<file path="config.mk">
export PLATFORM = sky130hd
export DESIGN_NAME = cci_mpf_shim_lockstep_issue
export DESIGN_NICKNAME = d
export VERILOG_FILES = /design/src/rtl/cci_mpf_shim_lockstep_issue.sv
export SDC_FILE = /design/constraint.sdc
export NUM_CORES = 2
export LEC_CHECK = 0
export CAP_MARGIN = 20
export CORE_AREA = 4 4 610 612
export DETAILED_ROUTE_END_ITERATION = 6
export DIE_AREA = 0 0 614 616
export SETUP_SLACK_MARGIN = 0.5
export SYNTH_ARGS = -nofsm -noshare
export SYNTH_HDL_FRONTEND = slang
export SYNTH_SLANG_ARGS = --single-unit
</file>
<file path="constraint.sdc">
create_clock -name clk -period 2.8 [get_ports clk]
set_input_delay 0.56 -clock clk [delete_from_list [all_inputs] [get_ports clk]]
set_output_delay 0.56 -clock clk [all_outputs]
set_load 0.05 [all_outputs]
</file>
<file path="src/rtl/cci_mpf_shim_lockstep_issue.sv">
// Lockstep issue shim: dequeues a two-channel head entry only when every
// channel it carries can accept a request, registers the issued requests
// for one cycle and tracks outstanding requests per channel.
module cci_mpf_shim_lockstep_issue #(
  parameter int C0TX_BITS       = 128,
  parameter int C1TX_BITS       = 640,
  parameter int MAX_C0_INFLIGHT = 64,
  parameter int MAX_C1_INFLIGHT = 64
) (
  input  logic                 clk,
  input  logic                 reset,
  input  logic                 head_not_empty,
  input  logic                 head_c0_valid,
  input  logic [C0TX_BITS-1:0] head_c0_data,
  input  logic                 head_c1_valid,
  input  logic [C1TX_BITS-1:0] head_c1_data,
  output logic                 deqTx,
  input  logic                 c0_alm_full,
  input  logic                 c1_alm_full,
  input  logic                 c0_rsp,
  input  logic                 c1_rsp,
  output logic                 out_c0_valid,
  output logic [C0TX_BITS-1:0] out_c0_data,
  output logic                 out_c1_valid,
  output logic [C1TX_BITS-1:0] out_c1_data,
  output logic [7:0]           c0_inflight,
  output logic [7:0]           c1_inflight,
  output logic                 rsp_underflow
);

  localparam logic [7:0] L_MAX_C0 = 8'(MAX_C0_INFLIGHT);
  localparam logic [7:0] L_MAX_C1 = 8'(MAX_C1_INFLIGHT);

  // Per-channel view so both counters share one generated implementation.
  logic [7:0] r_cnt [2];
  logic [7:0] w_max [2];
  logic [1:0] w_ok;
  logic [1:0] w_head_valid;
  logic [1:0] w_issue;
  logic [1:0] w_rsp;
  logic [1:0] w_uf_evt;
  logic       w_fire;

  logic                 r_out_c0_valid;
  logic [C0TX_BITS-1:0] r_out_c0_data;
  logic                 r_out_c1_valid;
  logic [C1TX_BITS-1:0] r_out_c1_data;
  logic                 r_underflow;

  assign w_max[0]     = L_MAX_C0;
  assign w_max[1]     = L_MAX_C1;
  assign w_head_valid = {head_c1_valid, head_c0_valid};
  assign w_rsp        = {c1_rsp, c0_rsp};

  // Admission uses the registered count, so a same-cycle response never
  // opens a slot early.
  assign w_ok[0] = !c0_alm_full && (r_cnt[0] < w_max[0]);
  assign w_ok[1] = !c1_alm_full && (r_cnt[1] < w_max[1]);

  // The whole head entry goes or nothing goes; reset blocks any dequeue.
  assign w_fire = !reset && head_not_empty &&
                  (!head_c0_valid || w_ok[0]) &&
                  (!head_c1_valid || w_ok[1]);
  assign deqTx  = w_fire;

  genvar gi;
  generate
    for (gi = 0; gi < 2; gi++) begin : g_chan
      assign w_issue[gi]  = w_fire && w_head_valid[gi];
      // A response against an empty counter is an error unless an issue
      // lands in the same cycle and cancels it out.
      assign w_uf_evt[gi] = w_rsp[gi] && !w_issue[gi] && (r_cnt[gi] == 8'd0);

      // Outstanding-request counter: +1 on issue, -1 on response, never below 0.
      always_ff @(posedge clk) begin
        if (reset) begin
          r_cnt[gi] <= 8'd0;
        end else if (w_issue[gi] && !w_rsp[gi]) begin
          r_cnt[gi] <= r_cnt[gi] + 8'd1;
        end else if (w_rsp[gi] && !w_issue[gi] && (r_cnt[gi] != 8'd0)) begin
          r_cnt[gi] <= r_cnt[gi] - 8'd1;
        end
      end
    end
  endgenerate

  // Register the issued entry; valids drop on any cycle without a fire,
  // payloads hold until the next fire.
  always_ff @(posedge clk) begin
    if (reset) begin
      r_out_c0_valid <= 1'b0;
      r_out_c1_valid <= 1'b0;
      r_out_c0_data  <= '0;
      r_out_c1_data  <= '0;
    end else begin
      r_out_c0_valid <= w_issue[0];
      r_out_c1_valid <= w_issue[1];
      if (w_fire) begin
        r_out_c0_data <= head_c0_data;
        r_out_c1_data <= head_c1_data;
      end
    end
  end

  // Sticky underflow flag, cleared only by reset.
  always_ff @(posedge clk) begin
    if (reset) begin
      r_underflow <= 1'b0;
    end else if (|w_uf_evt) begin
      r_underflow <= 1'b1;
    end
  end

  assign out_c0_valid  = r_out_c0_valid;
  assign out_c0_data   = r_out_c0_data;
  assign out_c1_valid  = r_out_c1_valid;
  assign out_c1_data   = r_out_c1_data;
  assign c0_inflight   = r_cnt[0];
  assign c1_inflight   = r_cnt[1];
  assign rsp_underflow = r_underflow;

endmodule

</file>
==> results.ini <==
[logic_synthesis]
syn_inst=3470
synth_cell_type_count=47
synth_most_common_cell=nand2_1
synth_top_area_share=0.562
synth.area.top_cells=dfxtp_1 56%, nand2_1 21%, a21oi_1 14%, clkbuf_1 2.0%, edfxtp_1 1.7%
synth_top_cell_by_area=dfxtp_1
syn_area_mm2=0.0275
synth_flop_cell=dfxtp_1
ys_seq_area_frac=0.579
synth_edf_count=16
ys_ff_latch=787
synth_area_per_cell_um2=7.92
async_flop_share=0
synth_common_cells=1543 x nand2_1, 776 x a21oi_1, 771 x dfxtp_1, 148 x clkbuf_1, 87 x buf_2
synth_nets=4257
ys_warn_count=0

[die]
row_count=223
start_util=0.0748
core_area_mm2=0.367
die-area_mm2=0.378
io_pins=1565
fp.dieH_um=616
die_x_um=614

[critical_path]
crit_type=reg2out
crit_buf_inv=5
worst-path-stages=7
worstSetupEndpointType=output pin
cpPeakStageDelay_ps=450
cp-start-kind=flop
crit_top_cell=buf_12
required_ps=2240
r2r_cells=12
crit_path_cell_trace=o31ai_4 -> buf_4 -> nand3_4 -> buf_12 -> inv_16 -> buf_12 -> buf_12
crit_family=buffers and inverters
critical_path.slowest_cell=edfxtp_1
cp_data_arrival_time_ps=2280
crit_fanout=2

[timing]
final.setup.worst_slack_ps=-39.3
max_freq_mhz=352
fin_skew_ps=48.4
post-route-min-period_ps=2840
slew_headroom=0.295
final-setup-viol-count=1
holdWs_ps=129
slew_viol_final=0
fin_crit_sh=1.01
final.setup.tns_ps=-39.3
tightest_slew_ps=1060
hold_viol_final=0
rsz0062_at_grt=true

[grt]
grt_pass1_vias=29600
antenna_found_initial=330
grt_first_pass_wirelength_um=355000
grt_max_degree=148
grt-ovfl-total=0
track_usage=0.148

[route]
dr.pass1.iters=5
wl_per_cell_um=30.5
wirelength_um=307000
postRouteAntennaNets=0
route.detailed.drc=0
num_vias=32500
via_per_inst=3.22
first_iter_violations=2118

[run_status]
status=finished, violations left
violations=negative setup slack

[finish]
area_growth_syn_to_layout_pct=102
fin_nets=5894
n_fill_cell=41600
drive_gt1_frac=0.213

[placement]
port_buffers=1564
dp_hpwl_um=258000
gp_congestion=0.939

[clock_tree]
cts_buffer_depth=4
path_clk_slew_ps=70
cts_htree_levels=3
cts_tree=built
clock-sinks=787
clock_latency_ps=860
cts-buffers-inserted=110
cts-root-buf=clkbuf_16

[power]
power_frac_clock=0.448
p_comb_frac=0.192
leakagePower_uw=0.0227
netSwitchingPower_uw=10400
p_per_area_mw_per_mm2=602
p_int_uw=23000
pwr-share-seq=0.360
switching_share=0.311
ir_worst_vdd_mv=0.480

[worst_hold_path]
hold_depth=3
worstHoldPathType=in2reg

[run]
maxCapViolations=0

[tightest hold or removal path: cells and delay by family]
kind	cells	cell delay [ps]
buffers and inverters	2	290
AOI/OAI and AO/OA	1	50
[layout make-up]
type                       count  area (µm²)  area share
tap                         4837        6050       0.109
inverter                      12        66.3     0.00120
multi-input combinational   2414       11000       0.199
antenna                       48         120     0.00217
sequential                   787       15900       0.287
clock inverter                42         577      0.0104
clock buffer                 154        3150      0.0569
timing repair buffer        1782       18500       0.334
[through the flow]
stage          setup slack, ps  cell area, µm²  utilization  std cells  power (µW)
6_report                 -39.3           55400        0.151      10100       33400
3_3_place_gp              -351           48900        0.133       9742       18200
2_1_floorplan             80.6           27600            -       3470       14900
4_1_cts                   -179           52500        0.143       9947       33500
5_1_grt                   -147           55400        0.151      10100       34600
3_5_place_dp              -303           48900        0.133       9742       18200
[per-layer routing]
layer,track usage,vias up,part of all wire
met5,0,-,0.0018
met4,0.0561,78,0.046
met3,0.0959,788,0.14
met1,0.137,15200,0.32
met2,0.259,1813,0.49
li1,-,14600,-
[cell families after synthesis]
kind of cell,Yosys count,synth area share
muxes,2,0.000729
buffers and inverters,269,0.0434
adders and majority gates,10,0.00483
and+or+nand+nor,1595,0.222
xor gates and xnor gates,5,0.00159
AOI/OAI and AO/OA,802,0.149
DFF,787,0.579
[final timing paths]
kind	start	end	slack, ps
setup / recovery	r_cnt[0][7]	deqTx	-40
hold reg to reg	out_c0_data[5]	out_c0_data[5]	450
hold / removal	reset	out_c0_data[104]	130
setup reg to reg	r_cnt[1][6]	r_cnt[1][7]	130
[registers in the layout, summed over array words and instances, names as in the netlist]
name and count:
out_c0_data 128, out_c0_valid 1, out_c1_data 640, out_c1_valid 1, r_cnt 16, rsp_underflow 1
[power groups by stage]
stage / logic [µW] / clock network, µW / registers [µW]
2_1_floorplan: 1150 / 0 / 13800
3_3_place_gp: 6010 / 0 / 12200
6_report: 6410 / 15000 / 12000
4_1_cts: 5980 / 15500 / 12000
5_1_grt: 6730 / 15800 / 12000
3_5_place_dp: 6000 / 0 / 12200
[placed cells by master, fill, tap and decap left out, types with 10 or more instances in the layout]
cell type and instances:
a21oi_1 701, a21oi_2 74, buf_12 38, buf_16 13, buf_2 80, buf_4 362, buf_6 25, buf_8 16
bufinv_16 11, clkbuf_1 23, clkbuf_16 147, clkbuf_2 10, clkbuf_8 19, clkdlybuf4s15_2 178, clkdlybuf4s18_2 30, clkdlybuf4s50_1 775
clkinv_2 10, dfxtp_1 770, diode_2 48, dlymetal6s2s_1 218, edfxtp_1 16, inv_1 10, nand2_1 1499, nand2_2 38
nor2_1 17
[what timing repair did]
| action | in CTS | in global routing |
|---|---|---|
| setup buffers | 8 | 38 |
| hold buffers | 1 | 0 |
| gates cloned | 0 | 43 |
| setup endpoints to repair | 723 | 889 |
| pin swaps | 8 | 18 |
| hold endpoints to repair | 1 | 0 |
| resized for setup | 1128 | 469 |
Power figures use the tool's default switching activity.
